[src/rtl/freq_window_detector_if.sv]
// Control/status bundle between the frequency window detector and its neighbours.
// The master side drives Enable/FB_Sig/Target and observes the frame verdict.
interface freq_window_detector_if #(
    parameter int CNT_W = 16
);
    logic             Enable;
    logic             FB_Sig;
    logic [CNT_W-1:0] Target;
    logic [7:0]       Time_Frame;
    logic             Slow;
    logic             Fast;
    logic             Lock;
    logic [CNT_W-1:0] Edge_Count;

    modport master (
        output Enable, FB_Sig, Target,
        input  Time_Frame, Slow, Fast, Lock, Edge_Count
    );

    modport slave (
        input  Enable, FB_Sig, Target,
        output Time_Frame, Slow, Fast, Lock, Edge_Count
    );
endinterface

[src/rtl/freq_window_detector.sv]
// PLL frequency comparator: counts feedback rising edges in a per-frame window,
// compares against Target once per frame, and reports Slow/Fast/Lock.
module freq_window_detector #(
    parameter int FRAME_LEN = 64,
    parameter int MEAS_LEN  = 28,
    parameter int TOL       = 1,
    parameter int LOCK_CNT  = 4,
    parameter int CNT_W     = 16
) (
    input logic                   REF_Clk,
    input logic                   Reset_n,
    freq_window_detector_if.slave bus
);

    typedef enum logic [1:0] {ST_IDLE, ST_MEASURE, ST_COMPARE, ST_HOLD} state_t;

    localparam int               RUN_W     = $clog2(LOCK_CNT + 1);
    localparam logic [RUN_W-1:0] RUN_MAX   = RUN_W'(LOCK_CNT);
    localparam logic [CNT_W-1:0] CNT_MAX   = '1;
    localparam logic [CNT_W:0]   TOL_X     = (CNT_W + 1)'(TOL);
    localparam logic [7:0]       MEAS_SLOT = 8'(MEAS_LEN);
    localparam logic [7:0]       LAST_SLOT = 8'(FRAME_LEN - 1);

    state_t           state_q, state_n, cur_state;
    logic [7:0]       tf_q, tf_n;
    logic [CNT_W-1:0] cnt_q, cnt_n;
    logic [CNT_W-1:0] ec_q, ec_n;
    logic [RUN_W-1:0] run_q, run_n, run_inc;
    logic             slow_q, slow_n, fast_q, fast_n, lock_q, lock_n;
    logic             fb_d, fb_edge;
    logic [1:0]       vd;

    function automatic state_t slot_state(input logic [7:0] slot);
        if (slot < MEAS_SLOT)
            return ST_MEASURE;
        else if (slot == MEAS_SLOT)
            return ST_COMPARE;
        else
            return ST_HOLD;
    endfunction

    function automatic logic [CNT_W-1:0] sat_inc(input logic [CNT_W-1:0] cnt);
        return (cnt == CNT_MAX) ? cnt : cnt + 1'b1;
    endfunction

    function automatic logic [RUN_W-1:0] sat_run(input logic [RUN_W-1:0] run);
        return (run == RUN_MAX) ? run : run + 1'b1;
    endfunction

    // One extra bit of headroom so count+TOL and Target+TOL cannot wrap.
    function automatic logic [1:0] band_verdict(input logic [CNT_W-1:0] cnt,
                                                input logic [CNT_W-1:0] tgt);
        logic [CNT_W:0] cnt_x;
        logic [CNT_W:0] tgt_x;
        cnt_x = {1'b0, cnt};
        tgt_x = {1'b0, tgt};
        return {(cnt_x + TOL_X) < tgt_x, cnt_x > (tgt_x + TOL_X)};
    endfunction

    assign fb_edge   = bus.FB_Sig & ~fb_d;
    assign run_inc   = sat_run(run_q);
    // IDLE always parks Time_Frame at 0, so the resumed frame acts as that slot.
    assign cur_state = (state_q == ST_IDLE) ? slot_state(tf_q) : state_q;

    always_comb begin
        state_n = state_q;
        tf_n    = tf_q;
        cnt_n   = cnt_q;
        ec_n    = ec_q;
        run_n   = run_q;
        slow_n  = slow_q;
        fast_n  = fast_q;
        lock_n  = lock_q;
        vd      = 2'b00;
        if (!bus.Enable) begin
            state_n = ST_IDLE;
            tf_n    = 8'd0;
            cnt_n   = '0;
            run_n   = '0;
            slow_n  = 1'b0;
            fast_n  = 1'b0;
            lock_n  = 1'b0;
        end else begin
            tf_n    = (tf_q == LAST_SLOT) ? 8'd0 : tf_q + 8'd1;
            state_n = slot_state(tf_n);
            case (cur_state)
                ST_MEASURE: begin
                    if (fb_edge)
                        cnt_n = sat_inc(cnt_q);
                end
                ST_COMPARE: begin
                    vd     = band_verdict(cnt_q, bus.Target);
                    ec_n   = cnt_q;
                    cnt_n  = '0;
                    slow_n = vd[1];
                    fast_n = vd[0];
                    if (vd == 2'b00) begin
                        run_n  = run_inc;
                        lock_n = (run_inc == RUN_MAX);
                    end else begin
                        run_n  = '0;
                        lock_n = 1'b0;
                    end
                end
                default: ;
            endcase
        end
    end

    always_ff @(posedge REF_Clk or negedge Reset_n) begin
        if (!Reset_n) begin
            state_q <= ST_IDLE;
            tf_q    <= 8'd0;
            cnt_q   <= '0;
            ec_q    <= '0;
            run_q   <= '0;
            slow_q  <= 1'b0;
            fast_q  <= 1'b0;
            lock_q  <= 1'b0;
            fb_d    <= 1'b0;
        end else begin
            state_q <= state_n;
            tf_q    <= tf_n;
            cnt_q   <= cnt_n;
            ec_q    <= ec_n;
            run_q   <= run_n;
            slow_q  <= slow_n;
            fast_q  <= fast_n;
            lock_q  <= lock_n;
            fb_d    <= bus.FB_Sig;
        end
    end

    assign bus.Time_Frame = tf_q;
    assign bus.Slow       = slow_q;
    assign bus.Fast       = fast_q;
    assign bus.Lock       = lock_q;
    assign bus.Edge_Count = ec_q;

endmodule

[src/flat_wrapper.sv]
// flat-port wrapper written by rule: the top's interface ports become plain ports
module freq_window_detector_flat 
#(
    parameter int FRAME_LEN = 64,
    parameter int MEAS_LEN  = 28,
    parameter int TOL       = 1,
    parameter int LOCK_CNT  = 4,
    parameter int CNT_W     = 16
)
  (REF_Clk, Reset_n, bus_Enable, bus_FB_Sig, bus_Target, bus_Time_Frame, bus_Slow, bus_Fast, bus_Lock, bus_Edge_Count);
  freq_window_detector_if #(.CNT_W(CNT_W)) bus_i ();
  input logic REF_Clk;
  input logic Reset_n;
  input wire logic [$bits(bus_i.Enable)-1:0] bus_Enable;
  input wire logic [$bits(bus_i.FB_Sig)-1:0] bus_FB_Sig;
  input wire logic [$bits(bus_i.Target)-1:0] bus_Target;
  output wire logic [$bits(bus_i.Time_Frame)-1:0] bus_Time_Frame;
  output wire logic [$bits(bus_i.Slow)-1:0] bus_Slow;
  output wire logic [$bits(bus_i.Fast)-1:0] bus_Fast;
  output wire logic [$bits(bus_i.Lock)-1:0] bus_Lock;
  output wire logic [$bits(bus_i.Edge_Count)-1:0] bus_Edge_Count;
  assign bus_i.Enable = bus_Enable;
  assign bus_i.FB_Sig = bus_FB_Sig;
  assign bus_i.Target = bus_Target;
  assign bus_Time_Frame = bus_i.Time_Frame;
  assign bus_Slow = bus_i.Slow;
  assign bus_Fast = bus_i.Fast;
  assign bus_Lock = bus_i.Lock;
  assign bus_Edge_Count = bus_i.Edge_Count;
  freq_window_detector #(.FRAME_LEN(FRAME_LEN), .MEAS_LEN(MEAS_LEN), .TOL(TOL), .LOCK_CNT(LOCK_CNT), .CNT_W(CNT_W)) u_core (.REF_Clk(REF_Clk), .Reset_n(Reset_n), .bus(bus_i));
endmodule
[config.mk]
export PLATFORM = sky130hd
export DESIGN_NAME = freq_window_detector_flat
export DESIGN_NICKNAME = d
export VERILOG_FILES = /design/src/rtl/freq_window_detector_if.sv /design/src/rtl/freq_window_detector.sv /design/src/flat_wrapper.sv
export SDC_FILE = /design/constraint.sdc
export NUM_CORES = 1
export LEC_CHECK = 0
export CORE_UTILIZATION = 60
export DETAILED_ROUTE_END_ITERATION = 8
export PLACE_DENSITY_LB_ADDON = 0.25
export SLEW_MARGIN = 20
export SYNTH_ARGS = -nofsm -noshare
export SYNTH_HDL_FRONTEND = slang
export SYNTH_SLANG_ARGS = --single-unit
export TNS_END_PERCENT = 30
[constraint.sdc]
create_clock -name REF_Clk -period 9.7 [get_ports REF_Clk]
set_input_delay 2.91 -clock REF_Clk [delete_from_list [all_inputs] [get_ports REF_Clk]]
set_output_delay 2.91 -clock REF_Clk [all_outputs]
set_load 0.1 [all_outputs]
==> results of run 1 <==
[layout make-up]
cell class / instances / area, µm² / area share, %
Multi-Input combinational cell: 315 / 2077 / 51.22
Clock buffer: 6 / 72.57 / 1.790
Tap cell: 72 / 90.09 / 2.222
Clock inverter: 2 / 15.01 / 0.3703
Timing Repair Buffer: 47 / 465.4 / 11.48
Sequential cell: 49 / 1226 / 30.24
Inverter: 29 / 108.9 / 2.684
[worst paths after layout]
kind / startpoint / slack [ns] / end / cells after the start
max in group asynchronous: Reset_n / 6.66 / u_core.cnt_q[4] / 1
worst max register to register: u_core.cnt_q[0] / 5.91 / u_core.bus.Slow / 12
worst min register to register: u_core.bus.Edge_Count[14] / 0.49 / u_core.bus.Edge_Count[14] / 2
worst min-delay path: u_core.bus.Edge_Count[14] / 0.49 / u_core.bus.Edge_Count[14] / 2
min in group asynchronous: Reset_n / 2.61 / u_core.cnt_q[11] / 1
worst max-delay path: bus_Target[4] / 3.82 / u_core.bus.Lock / 12
[per-stage QoR]
| step | std cells | utilization, % | hold WS [ns] | power [µW] | setup WS [ns] |
|---|---|---|---|---|---|
| 6_report | 520 | 73.19 | 0.4861 | 391.5 | 3.824 |
| 5_1_grt | 520 | 73.19 | 0.5152 | 407.3 | 3.495 |
| 4_1_cts | 520 | 73.15 | 0.4868 | 390.6 | 3.828 |
| 3_5_place_dp | 512 | 71.57 | 0.4624 | 271.9 | 3.540 |
| 3_3_place_gp | 512 | 71.57 | 0.4592 | 269.6 | 3.731 |
| 2_1_floorplan | 406 | - | 0.5036 | 248.1 | 4.555 |
[worst reg2reg max path, delay by kind of cell, from the launching register on]
| kind | cells | cell delay [ns] |
|---|---|---|
| and+or+nand+nor | 8 | 2.50 |
| adders and majority gates | 2 | 0.56 |
| AOI/OAI and AO/OA | 2 | 0.17 |
| DFF | 1 | 0.49 |
[state kept, by name, indices dropped and copies added, names as in the netlist]
| signal | flops |
|---|---|
| u_core.bus.Time_Frame | 8 |
| u_core.state_q | 2 |
| u_core.fb_d | 1 |
| u_core.bus.Slow | 1 |
| u_core.run_q | 3 |
| u_core.cnt_q | 16 |
| u_core.bus.Lock | 1 |
| u_core.bus.Fast | 1 |
| u_core.bus.Edge_Count | 16 |
[report_power, final]
part,switching (µW),internal [µW],total [µW]
Clock,71.9,51.0,123
Combinational,37.0,21.6,58.6
Sequential,3.54,206,210
[cells in the final DEF (no fill, tap or decap), types with 14 or more instances in the layout]
cell             count
nand2_1             72
o21ai_0             16
nand3_1             22
ha_1                38
xnor2_1             23
a21oi_1             19
inv_1               28
clkdlybuf4s50_1     45
nor2_1              20
dfrtp_1             49
nand4_1             14
[cell usage after synthesis (all sizes together), types with 5 or more instances]
library cell and instances:
o21ai 16, buf 7, nand2 72, inv 29, nor2 20, nand4 14
nand3 22, dfrtp 49, or3 9, xor2 8, and3 5, a22o 7
a21oi 22, a21o 6, nor3 10, clkbuf 6, ha 38, xnor2 23
[layer usage]
metal / track usage (%) / part of all wire [%]
met3: 4.070 / 4.6
met5: 0 / 0
met1: 37.69 / 44
met4: 10.56 / 2.5
met2: 48.95 / 49
[logic make-up after synthesis]
kind of cell / after synthesis / synth area share, %
AOI/OAI and AO/OA: 74 / 14.42
xor gates and xnor gates: 31 / 7.803
adders and majority gates: 38 / 13.66
buffers and inverters: 42 / 5.070
DFF: 49 / 35.24
muxes: 2 / 0.5754
and+or+nand+nor: 170 / 23.23
==> run_results.csv, run 1 <==
group,metric,value,unit
critical_path,critPathMaxStageDelay,0.57,ns
synth,syn_nets,464,
critical_path,crit_type,"input port to register",
critical_path,crit_path_top_delay_cell,"clkdlybuf4s50_1",
clock_network,path_clk_slew,0.09,ns
place,place_hpwl,6146,µm
clock_network,cts.sinks,49,
synth,ys_types,51,
synth,async_flop_share,100.0,%
place,dpl-instance-area,0.003965,mm²
global_route,antenna_found_initial,0,
route,vias,3086,
power_and_ir_drop,peakVddDrop,0.08173,mV
sta,hold_violations,0,
die,die_width,78.16,µm
route,drt_iter0_markers,159,
run,maxCapViolations,0,
route,drt_wl_total,8186,µm
route,vias_per_cell,5.935,
finish,final_area,0.004055,mm²
clock_network,post_cts.repair.setup_buffers,0,
sta,rsz0062_at_grt,"false",
sta,max_freq,0.1702,GHz
critical_path,critPathLaunchType,"input port",
clock_network,cts-root-buf,"clkbuf_8",
die,die_h,78.16,µm
finish,nets,505,
global_route,grt_usage,28.93,%
clock_network,insertion_delay,0.31,ns
finish,nFillCells,411,
sta,fin_skew,0.009607,ns
outcome,outcome,"finished clean",
global_route,grt_max_degree,50,
sta,setup-violations-final,0,
critical_path,crit_required,9.93,ns
synth,synth.cell_area,0.003480,mm²
critical_path,worstPathMaxFanout,6,
power_and_ir_drop,leakagePower,0.001906,µW
route,postRouteAntennaNets,0,
synth,synth-seq-area-share,35.24,%
synth,yosysTopAreaCellShare,35.24,%
critical_path,cp-end-kind,"register",
synth,synthTopCellsByArea,"dfrtp_1, ha_1, nand2_1, xnor2_1, nand3_1",
sta,slew_violations,0,
sta,post-route-min-period,5.876,ns
sta,fin_setup_tns,0,ns
global_route,grt_pass1_wl,13930,µm
sta,tightest_slew,1.037,ns
critical_path,cp_data_arrival_time,6.10,ns
finish,areaGrowthSynthToFinish,16.54,%
clock_network,cts_tree,"yes",
synth,avgSynthCellArea,8.570,µm²
synth,synth_enable_flop_cells,0,
clock_network,cts_htree_levels,2,
clock_network,clk_path_buf_depth,2,
route,post_drt_wl_per_cell,15.74,µm
die,rows,27,
die,initial_core_util,62.80,%
finish,layout-drive-gt1-share,3.571,%
synth,yosys.area.top_type,"dfrtp_1",
synth,ys_warn_count,0,
finish,diodes,0,
die,pin_count,47,
critical_path,worstPathCellList,"clkdlybuf4s50_1 > nand4_1 > nor3_1 > nand4_1 > xnor2_1 > ha_1 > a21o_1 > a211oi_1 > o211ai_1 > o211ai_1 > nand3_1 > o21ai_0",
critical_path,path_delay_family,"compound AO/OA/AOI/OAI gates",
place,numPortBuffers,46,
sta,fin_crit_sh,60.58,%
synth,synth_top_flop_cell,"dfrtp_1",
clock_network,postCtsHoldBufs,0,
global_route,first_global_vias,3018,
clock_network,cts_resized,0,
synth,synth_cells,406,
critical_path,crit_buf_inv,1,
place,gp_congestion,0.8607,
hold_path,worstHoldPathType,"register to register",
global_route,overflow,0,
route,first_pass_iters,4,
clock_network,numCtsBuffers,5,
sta,relSlewSlack,30.52,%
route,post-route-drc-count,0,
synth,ys_ff_latch,49,
die,core,0.005540,mm²
die,dieArea,0.006108,mm²
power_and_ir_drop,powerDensity,96.55,mW/mm²
No activity file was read; power rests on OpenSTA's default activity.
==> inputs of run 2 (changes only) <==
Settings changed: CORE_UTILIZATION 60 to 56.
Clock period 9.7 ns to 5.75 ns, I/O delays scaled along.
==> run_results.csv, run 2 (synthesis gave the netlist of run 1 again) <==
group,metric,value,unit
place,post-place-cells,515,
finish,layout_common_cells,"nand2_1, dfrtp_1, clkdlybuf4s50_1",
global_route,grt_max_degree,50,
hold_path,holdPathEnd,"u_core.bus.Edge_Count[9]",
sta,slew_violations,0,
critical_path,crit_type,"input port to register",
die,pin_count,47,
place,place_hpwl,6185,µm
finish,layout_commonest_cell,"nand2_1",
clock_network,post_cts.repair.setup_buffers,0,
route,first_pass_iters,4,
die,initial_core_util,58.42,%
critical_path,worstPathMaxFanout,6,
sta,rsz0062_at_grt,"false",
sta,fin_setup_tns,0,ns
sta,max_freq,0.2150,GHz
sta,post-route-min-period,4.651,ns
sta,fin_skew,0.01236,ns
hold_path,worstHoldPathType,"register to register",
hold_path,hold_start,"u_core.bus.Edge_Count[9]",
global_route,overflow,0,
sta,tightest_slew,1.055,ns
clock_network,cts_tree,"yes",
power_and_ir_drop,peakVddDrop,0.1690,mV
sta,fin_crit_sh,80.89,%
route,postRouteAntennaNets,0,
route,post_drt_wl_per_cell,15.54,µm
route,vias,3063,
critical_path,reg2reg_slack,1.93,ns
finish,areaGrowthSynthToFinish,17.48,%
finish,nFillCells,489,
route,drt_iter0_markers,207,
critical_path,critPathMaxStageDelay,0.58,ns
clock_network,cts-root-buf,"clkbuf_8",
clock_network,cts.sinks,49,
finish,layout-drive-gt1-share,3.571,%
finish,finalNonFillerCells,523,
place,gp_congestion,0.8638,
critical_path,r2r-end,"u_core.bus.Slow",
power_and_ir_drop,total_power,708.7,µW
die,core,0.005956,mm²
power_and_ir_drop,powerDensity,173.4,mW/mm²
critical_path,critPathLaunchType,"input port",
clock_network,cts_resized,0,
run,maxCapViolations,0,
global_route,first_global_vias,2943,
global_route,grt_pass1_wl,13680,µm
critical_path,worstPathCellList,"clkdlybuf4s50_1 > nand4_1 > nor3_1 > nand4_1 > xnor2_1 > ha_1 > a21o_1 > a211oi_1 > o211ai_1 > o211ai_1 > nand3_1 > o21ai_0",
global_route,grt_usage,27.27,%
critical_path,path_delay_family,"compound AO/OA/AOI/OAI gates",
hold_path,hold_depth,2,
critical_path,path_depth,12,
die,die_h,80.83,µm
sta,setup-violations-final,0,
sta,hold_violations,0,
route,post-route-drc-count,0,
outcome,outcome,"finished clean",
die,dieArea,0.006533,mm²
clock_network,path_clk_slew,0.09,ns
critical_path,crit_buf_inv,1,
clock_network,clk_path_buf_depth,2,
place,numPortBuffers,46,
die,rows,28,
critical_path,crit_path_top_delay_cell,"clkdlybuf4s50_1",
critical_path,crit_required,5.97,ns
finish,nets,505,
critical_path,r2r_cells,12,
sta,hold_ws,0.4806,ns
route,drt_wl_total,8127,µm
route,vias_per_cell,5.857,
clock_network,insertion_delay,0.30,ns
sta,relSlewSlack,29.26,%
finish,diodes,0,
die,die_width,80.83,µm
clock_network,cts_htree_levels,2,
clock_network,postCtsHoldBufs,0,
critical_path,reg2reg_from,"u_core.cnt_q[0]",
power_and_ir_drop,leakagePower,0.001927,µW
critical_path,cp_data_arrival_time,4.87,ns
critical_path,cp-end-kind,"register",
global_route,antenna_found_initial,0,
clock_network,numCtsBuffers,5,
[run 2: worst max-delay path by stage]
stage / startpoint / endpoint / slack, ns
2_1_floorplan: bus_Target[5] / u_core.bus.Lock / 1.79
3_3_place_gp: bus_Target[4] / u_core.bus.Lock / 0.94
3_5_place_dp: bus_Target[4] / u_core.bus.Lock / 0.78
4_1_cts: bus_Target[4] / u_core.bus.Lock / 1.11
5_1_grt: bus_Target[4] / u_core.bus.Lock / 0.80
6_report: bus_Target[4] / u_core.bus.Lock / 1.10
[run 2: worst register-to-register path, stage by stage, from the launching register on]
cell and delay, ns:
dfrtp_1 0.48, ha_1 0.29, nand4_1 0.18, or3_1 0.55, or3_1 0.42, nand2_1 0.12, ha_1 0.25, a21o_1 0.17
a21oi_1 0.12, o21ai_0 0.11, or4_1 0.60, or3_1 0.35, a21oi_1 0.13
[run 2: final cells by class]
type	count	area, µm²	share of cell area [%]
multi-input combinational	315	2077	50.81
sequential	49	1226	30.00
timing repair buffer	47	465.4	11.39
inverter	29	108.9	2.663
tap	75	93.84	2.296
clock buffer	7	86.33	2.112
clock inverter	1	30.03	0.7346
[run 2: routing by layer]
| metal | track usage [%] | vias to the layer above | share of wire (%) | routed length [µm] |
|---|---|---|---|---|
| met2 | 48.82 | 70 | 50 | 4068 |
| met1 | 34.39 | 1473 | 45 | 3626 |
| met3 | 4.382 | 7 | 4.6 | 375 |
| li1 | - | 1513 | - | - |
| met5 | 0 | - | 0 | 0 |
| met4 | 5.714 | 0 | 0.70 | 57 |
[run 2: report_power, final]
part / internal, µW / switching, µW / leakage, µW
clock: 142 / 114 / 0.0000585
combinational: 36.4 / 61.9 / 0.00119
sequential: 348 / 6.16 / 0.000676
total: 527 / 182 / 0.00193
[run 2: through the flow]
step / utilization [%] / setup WS (ns) / instance area, µm²
floorplan: - / 1.790 / 3480
global placement: 66.64 / 0.9423 / 3969
detailed placement: 66.64 / 0.7755 / 3969
CTS: 68.59 / 1.111 / 4085
global route: 68.63 / 0.7955 / 4088
finish: 68.63 / 1.099 / 4088
